`config.mk`:
```
export PLATFORM = sky130hd
export DESIGN_NAME = controller_reader
export DESIGN_NICKNAME = d
export VERILOG_FILES = /design/src/rtl/controller_pkg.sv /design/src/rtl/shift_register.sv /design/src/rtl/controller_reader.sv
export SDC_FILE = /design/constraint.sdc
export NUM_CORES = 1
export LEC_CHECK = 0
export CORE_MARGIN = 2
export CORE_UTILIZATION = 56
export CTS_CLUSTER_DIAMETER = 80
export DETAILED_ROUTE_END_ITERATION = 8
export PLACE_DENSITY = 0.84
export SYNTH_ARGS = -nofsm -noshare
export SYNTH_HDL_FRONTEND = slang
export SYNTH_HIERARCHICAL = 1
export SYNTH_SLANG_ARGS = --single-unit
```
`constraint.sdc`:
```
create_clock -name clock -period 3.01 [get_ports clock]
set_clock_uncertainty 0.1 [all_clocks]
set_input_delay 0.602 -clock clock [delete_from_list [all_inputs] [get_ports clock]]
set_output_delay 0.602 -clock clock [all_outputs]
set_load 0.05 [all_outputs]
```
`src/rtl/controller_pkg.sv`:
```
// Shared definitions for the serial game-controller reader.
// Holds the poll FSM state encoding and the bit position of each button.
package controller_pkg;

    typedef enum logic [2:0] {
        IDLE,
        LATCH,
        LOW,
        HIGH,
        DONE
    } state_t;

    localparam int BTN_A      = 0;
    localparam int BTN_B      = 1;
    localparam int BTN_SELECT = 2;
    localparam int BTN_START  = 3;
    localparam int BTN_UP     = 4;
    localparam int BTN_DOWN   = 5;
    localparam int BTN_LEFT   = 6;
    localparam int BTN_RIGHT  = 7;

endpackage

```
`src/rtl/shift_register.sv`:
```
// Generic serial-in/parallel-out shift register.
// LEFT=1 shifts toward the MSB; LEFT=0 inserts at the MSB and shifts right.
module shift_register #(
    parameter int WIDTH = 8,
    parameter bit LEFT  = 1'b0
) (
    input  logic             clock,
    input  logic             reset,
    input  logic             shift_en,
    input  logic             serial_in,
    output logic [WIDTH-1:0] q
);

    always_ff @(posedge clock) begin
        if (reset)
            q <= '0;
        else if (shift_en)
            q <= LEFT ? {q[WIDTH-2:0], serial_in} : {serial_in, q[WIDTH-1:1]};
    end

endmodule

```
`src/rtl/controller_reader.sv`:
```
// Polls a serial game controller: latch strobe, eight shift-clock phases,
// then publishes the captured button states with a one-cycle done pulse.
module controller_reader
    import controller_pkg::*;
#(
    parameter int HALF_TICKS = 300
) (
    input  logic       clock,
    input  logic       reset,
    input  logic       start,
    output logic       busy,
    output logic       done,
    output logic [7:0] buttons,
    output logic       ctrl_latch,
    output logic       ctrl_pulse,
    input  logic       ctrl_data
);

    localparam int TW = $clog2(2 * HALF_TICKS);
    localparam logic [TW-1:0] LATCH_LOAD = TW'(2 * HALF_TICKS - 1);
    localparam logic [TW-1:0] HALF_LOAD  = TW'(HALF_TICKS - 1);

    state_t        state, next_state;
    logic [TW-1:0] tick;
    logic [2:0]    bit_idx;
    logic [1:0]    sync;
    logic          sync_data;
    logic          phase_end;
    logic          shift_en;
    logic [7:0]    shift_q;
    logic [7:0]    buttons_reg;

    // Synchronizer idles high so a released controller reads as "not pressed".
    always_ff @(posedge clock) begin
        if (reset)
            sync <= 2'b11;
        else
            sync <= {sync[0], ctrl_data};
    end

    assign sync_data = sync[1];
    assign phase_end = (tick == '0);

    always_comb begin
        next_state = state;
        shift_en   = 1'b0;
        busy       = 1'b1;
        done       = 1'b0;
        case (state)
            IDLE: begin
                busy = 1'b0;
                if (start)
                    next_state = LATCH;
            end
            LATCH: begin
                if (phase_end)
                    next_state = LOW;
            end
            LOW: begin
                if (phase_end) begin
                    shift_en   = 1'b1;
                    next_state = (bit_idx == 3'd7) ? DONE : HIGH;
                end
            end
            HIGH: begin
                if (phase_end)
                    next_state = LOW;
            end
            DONE: begin
                done       = 1'b1;
                next_state = IDLE;
            end
            default: next_state = IDLE;
        endcase
    end

    // Strobes are registered from next_state so they track the state exactly
    // without decode glitches on the controller cable.
    always_ff @(posedge clock) begin
        if (reset) begin
            state       <= IDLE;
            tick        <= '0;
            bit_idx     <= '0;
            buttons_reg <= '0;
            ctrl_latch  <= 1'b0;
            ctrl_pulse  <= 1'b0;
        end else begin
            state      <= next_state;
            ctrl_latch <= (next_state == LATCH);
            ctrl_pulse <= (next_state == HIGH);

            if (next_state != state) begin
                case (next_state)
                    LATCH:     tick <= LATCH_LOAD;
                    LOW, HIGH: tick <= HALF_LOAD;
                    default:   tick <= '0;
                endcase
            end else if (!phase_end) begin
                tick <= tick - 1'b1;
            end

            if (state == LATCH)
                bit_idx <= '0;
            else if (state == HIGH && phase_end)
                bit_idx <= bit_idx + 3'd1;

            if (state == DONE)
                buttons_reg <= shift_q;
        end
    end

    shift_register #(
        .WIDTH (8),
        .LEFT  (1'b0)
    ) u_capture (
        .clock     (clock),
        .reset     (reset),
        .shift_en  (shift_en),
        .serial_in (~sync_data),
        .q         (shift_q)
    );

    // New data is visible during the done cycle itself, then held.
    assign buttons = (state == DONE) ? shift_q : buttons_reg;

endmodule

```
==> impl_metrics.ini, run 1 <==
[outcome]
run_status = finished, final reports clean

[routing]
drt-total-wl_um = 3460
dr.first_iter.drc_count = 53
firstDrtPassIters = 4
drc = 0
antenna_left = 0
wl_per_cell_um = 15.6
vias = 1348
viasPerCell = 6.07

[logic_synthesis]
synth_area_sq_mm = 0.00170
synth_top_flop_cell = dfxtp_1
synthTopCellsByCount = 36 x dfxtp_1, 19 x nor2_1, 11 x and2_1, 10 x inv_1
yosysTopAreaCell = dfxtp_1
syn_nets = 182
synth_top_area_share_pct = 42.3
synth_seq_cells = 36
yosys_warnings = 6
synth_async_sr_flop_share_pct = 0
synthTopCellsByArea = dfxtp_1 42%, mux2_2 5.3%, mux2i_1 4.7%
synth_edf_count = 0
ys_seq_area_share_pct = 42.3
avgSynthCellArea_sq_um = 9.73
yosysMostFrequentCell = dfxtp_1
synth_cells = 175
ys_types = 49

[sta]
fin_crit_ps = 2880
tns_ps = 0
holdWs_ps = 318
tightestPinTransition_ps = 596
report.final.slew_viol_count = 0
fmax_mhz = 347
rsz0062_at_grt = no
fin_crit_sh_pct = 95.6
setup_viol = 0
finalHoldViolCount = 0
maxSlewHeadroom_pct = 60.3

[floorplan]
ios = 16
die-area_sq_mm = 0.00350
num_rows = 20
die_h_um = 59.1
core_area_sq_mm = 0.00298
die_x_um = 59.1
initial_core_util_pct = 57.2

[min_path]
min_path_type = reg -> reg

[cells_and_area]
largest_reg_flops = 10
syn2layout_area_growth_pct = 10.2
layout-drive-gt1-share_pct = 17.5
stdcell_area_sq_mm = 0.00188
fill_cells = 267
layout.nets = 196
n_antenna_cell = 0

[setup_path]
crit_fanout = 10
cp.arrival_ps = 2180
cp_data_required_time_ps = 2310
worst_setup_path_start_kind = register
crit_path_end_kind = output port
rrSetupSlack_ps = 260
crit_type = reg -> out

[cts]
path_clk_slew_ps = 100
cts_sinks = 36
root_buffer = clkbuf_4
cts_tree = yes
worstSkewPairLatency_ps = 350
htree_levels = 2
cts_buffers = 5
cts_setup_buffers = 0
clock_path_buffers = 2

[global_routing]
grt_max_degree = 23
grt_overflow_total = 0
grt_usage_pct = 22.5
antenna_found_initial = 0
grt_pass1_vias = 1270
grt_pass1_wl_um = 5720

[place]
portBuffers = 15
dp_hpwl_um = 2500
place.gp.congestion = 0.900
placed_cell_area_sq_mm = 0.00184

[pwr]
leakagePower_nw = 0.756
irDropWorstVdd_uv = 529
powerDensity_mw_per_mm2 = 883

[flow_run]
cap_violations = 0
[layout make-up]
| class | count | area [sq um] | area share (%) |
|---|---|---|---|
| Multi-Input combinational cell | 119 | 883 | 47.1 |
| Timing Repair Buffer | 17 | 148 | 7.87 |
| Clock inverter | 1 | 5.00 | 0.267 |
| Clock buffer | 6 | 41.3 | 2.20 |
| Sequential cell | 36 | 721 | 38.4 |
| Tap cell | 33 | 41.3 | 2.20 |
| Inverter | 10 | 37.5 | 2.00 |
[worst max-delay path, cell delays in order (launching register included)]
cell and delay [ps]:
dfxtp_1 530, inv_1 190, nor2_2 310, mux2_2 380, dlygate4sd2_1 420
[kinds of logic after synthesis]
| logic type | synth area share [%] |
|---|---|
| fa+ha+maj | 2.20 |
| xor+xnor | 3.09 |
| simple gates | 22.6 |
| compound gates | 14.0 |
| buf+inv | 5.80 |
| mux | 9.99 |
| flops | 42.3 |
[metrics by stage]
step | total power [mW] | setup slack, ps | util [%] | instances
floorplan | 1.28 | 411 | - | 175
global placement | 1.40 | 307 | 61.6 | 215
detailed placement | 1.41 | 254 | 61.6 | 215
CTS | 1.65 | 121 | 63.0 | 222
global route | 1.76 | 26.5 | 63.0 | 222
finish | 1.66 | 132 | 63.0 | 222
[final timing paths]
kind                   startpoint                          end  depth (start not counted)
min            sync[0]$_SDFF_PP1_           sync[1]$_SDFF_PP1_                          1
max reg2reg  tick[0]$_SDFFE_PP0P_  u_capture/q[4]$_SDFFE_PP0P_                          7
max           state[2]$_SDFF_PP0_                   buttons[4]                          4
min reg2reg    sync[0]$_SDFF_PP1_           sync[1]$_SDFF_PP1_                          1
[routing by layer]
metal  vias to the layer above  global-route usage (%)  share of wire, %
met5                         -                       0                 0
met4                         0                    11.7               2.7
met3                        11                    6.55               5.0
met2                        39                    37.6                49
met1                       645                    26.0                43
li1                        653                       -                 -
[layout by cell type, fill, tap and decap left out, types with 2 or more instances in the layout]
cell type         n
clkdlybuf4s50_1   6
or2_2             3
mux2i_1           8
nor2b_1           3
nor2_1           19
inv_1            10
o21a_1            3
nand2b_1          2
o32ai_1           3
mux2_2            8
nor4_1            2
xnor2_1           6
clkbuf_4          5
nor3_1            8
buf_4             7
or3b_2            2
and2_1           11
dfxtp_1          36
o2111ai_1         2
dlygate4sd2_1     4
ha_1              3
a221oi_1          2
nor2_2            2
a32o_1            2
o31ai_1           2
nand3_1           4
nand2_1           2
[repair_timing]
item	in CTS	in global routing
endpoints found under the setup margin	4	0
resized for setup	4	0
hold buffers	0	0
[power by group]
group / switching, mW / internal, mW / total, mW
Clock: 0.157 / 0.0860 / 0.243
Combinational: 0.417 / 0.316 / 0.732
Sequential: 0.126 / 0.556 / 0.681
Total: 0.699 / 0.957 / 1.66
Note: power is estimated with default switching activity, not from simulation.
==> inputs of run 2 (changes only) <==
--- a/config.mk
+++ b/config.mk
@@ -5,6 +5,7 @@
 export SDC_FILE = /design/constraint.sdc
 export NUM_CORES = 1
 export LEC_CHECK = 0
+export ABC_AREA = 1
 export CORE_MARGIN = 2
 export CORE_UTILIZATION = 56
 export CTS_CLUSTER_DIAMETER = 80
==> impl_metrics.ini, run 2 <==
[logic_synthesis]
yosys_warnings = 6
synth_top_area_share_pct = 41.3
synthMuxAreaShare_pct = 0
synth_cells = 243
synth_compound_area_share_pct = 6.09
yosysMostFrequentCell = nand2_1
ys_types = 28
synthXorXnorAreaFrac_pct = 3.51
synth_area_sq_mm = 0.00175
synth_edf_count = 0
synthTopCellsByCount = 44 x nand2_1, 41 x nor2_1, 36 x dfxtp_1, 34 x inv_1, 11 x nand3_1
synth_top_family_by_area = simple AND/OR/NAND/NOR gates
syn_nets = 250
synthAdderAreaFrac_pct = 2.15
yosysTopAreaCell = dfxtp_1
synth_seq_cells = 36
avgSynthCellArea_sq_um = 7.18
synthSimpleGateAreaFrac_pct = 35.3
synth_top_flop_cell = dfxtp_1
synthTopCellsByArea = dfxtp_1 41%, nand2_1 9.5%, nor2_1 8.8%
ys_seq_area_share_pct = 41.3
synth_async_sr_flop_share_pct = 0

[cells_and_area]
largest_reg_flops = 10
syn2layout_area_growth_pct = 11.0
layout_common_cells = 44 x nand2_1, 41 x nor2_1, 36 x dfxtp_1
layout.nets = 267
fill_cells = 263
fin_cells = 294
layout_commonest_cell = nand2_1
layout-drive-gt1-share_pct = 19.2
n_antenna_cell = 0

[floorplan]
ios = 16
initial_core_util_pct = 58.1
die-area_sq_mm = 0.00358
core_area_sq_mm = 0.00300
num_rows = 20
die_x_um = 59.8
die_h_um = 59.8

[global_routing]
grt_overflow_total = 0
antenna_found_initial = 0
grt_max_degree = 19
grt_pass1_wl_um = 5130
grt_pass1_vias = 1222
grt_usage_pct = 19.5

[sta]
setup_viol = 0
finalHoldViolCount = 0
fmax_mhz = 384
maxSlewHeadroom_pct = 64.4
report.final.slew_viol_count = 0
tightestPinTransition_ps = 533
fin_crit_ps = 2600
tns_ps = 0
rsz0062_at_grt = no
fin_crit_sh_pct = 86.5

[cts]
cts_resized = 0
cts_setup_buffers = 0
holdBufCountCts = 0
htree_levels = 2
cts_buffers = 5
path_clk_slew_ps = 110
clock_path_buffers = 2
cts_tree = yes
root_buffer = clkbuf_4
cts_sinks = 36
worstSkewPairLatency_ps = 330

[min_path]
min_path_type = reg -> reg
min_path_cells = 1

[place]
dp_hpwl_um = 2190
dp.cells = 286
place.gp.congestion = 0.765
portBuffers = 15

[setup_path]
crit_fanout = 9
cp_data_required_time_ps = 2310
crit_type = reg -> out
cp.arrival_ps = 1900
r2r_cells = 14
crit_path_end_kind = output port
worst_setup_path_start_kind = register

[routing]
antenna_left = 0
viasPerCell = 4.93
dr.first_iter.drc_count = 31
vias = 1448
wl_per_cell_um = 10.5
firstDrtPassIters = 4
drt-total-wl_um = 3090
drc = 0

[pwr]
powerDensity_mw_per_mm2 = 883
leakagePower_nw = 0.999
p_total_mw = 1.71
irDropWorstVdd_uv = 656

[flow_run]
cap_violations = 0

[outcome]
run_status = finished, final reports clean
## run 2: cell types whose count changed after synthesis, sizes merged, moves of 6 or more
cell,change
mux2i,-8
o21ai,+11
a21oi,+8
and2,-11
mux2,-8
nand3,+10
inv,+29
nor2,+26
nand2,+49
or2,+8
xor2,+6
## run 2: final timing paths
check / slack (ps) / end / startpoint
worst max register to register: 700 / tick[5]$_SDFFE_PP0P_ / tick[0]$_SDFFE_PP0P_
worst min-delay path: 320 / sync[1]$_SDFF_PP1_ / sync[0]$_SDFF_PP1_
worst max-delay path: 410 / buttons[3] / state[1]$_SDFF_PP0_
worst min register to register: 320 / sync[1]$_SDFF_PP1_ / sync[0]$_SDFF_PP1_
## run 2: per-stage QoR
step	utilization [%]	hold WS, ps	area [sq um]	worst slack, ps
floorplan	-	289	1750	654
CTS	64.4	326	1930	136
global placement	62.3	291	1870	551
finish	64.5	323	1940	405
detailed placement	62.3	299	1870	510
global route	64.5	343	1940	230
## run 2: worst max-delay path: stages (launching register included)
cell     delay, ps
dfxtp_1        400
nor2_1         100
nand2_1        220
inv_1          170
or2_2          300
o21ai_0        120
inv_1           70
buf_4          190
## run 2: power by group
| group | leakage [nW] | internal [mW] | switching [mW] |
|---|---|---|---|
| registers | 0.293 | 0.561 | 0.0569 |
| logic | 0.674 | 0.289 | 0.532 |
| clock network | 0.0315 | 0.114 | 0.157 |
## run 2: final cells by class
cell class                 instances  area (sq um)  share of cell area, %
clock buffer                       7          55.1                   2.84
clock inverter                     1          7.51                  0.388
inverter                          40           151                   7.82
multi-input combinational        161           821                   42.4
sequential                        36           721                   37.2
tap                               33          41.3                   2.13
timing repair buffer              16           140                   7.24
## run 2: logic make-up after synthesis
group / count (synthesis)
compound gates: 20
xor+xnor: 7
fa+ha+maj: 3
buf+inv: 46
flops: 36
simple gates: 131
## run 2: layer usage
layer,vias up,GRT usage [%],wire length [um],share of wire [%]
met5,-,0,0,0
met4,0,7.62,36,1.2
met2,33,29.8,1450,47
met3,2,6.49,173,5.6
li1,772,-,-,-
met1,641,25.2,1430,46
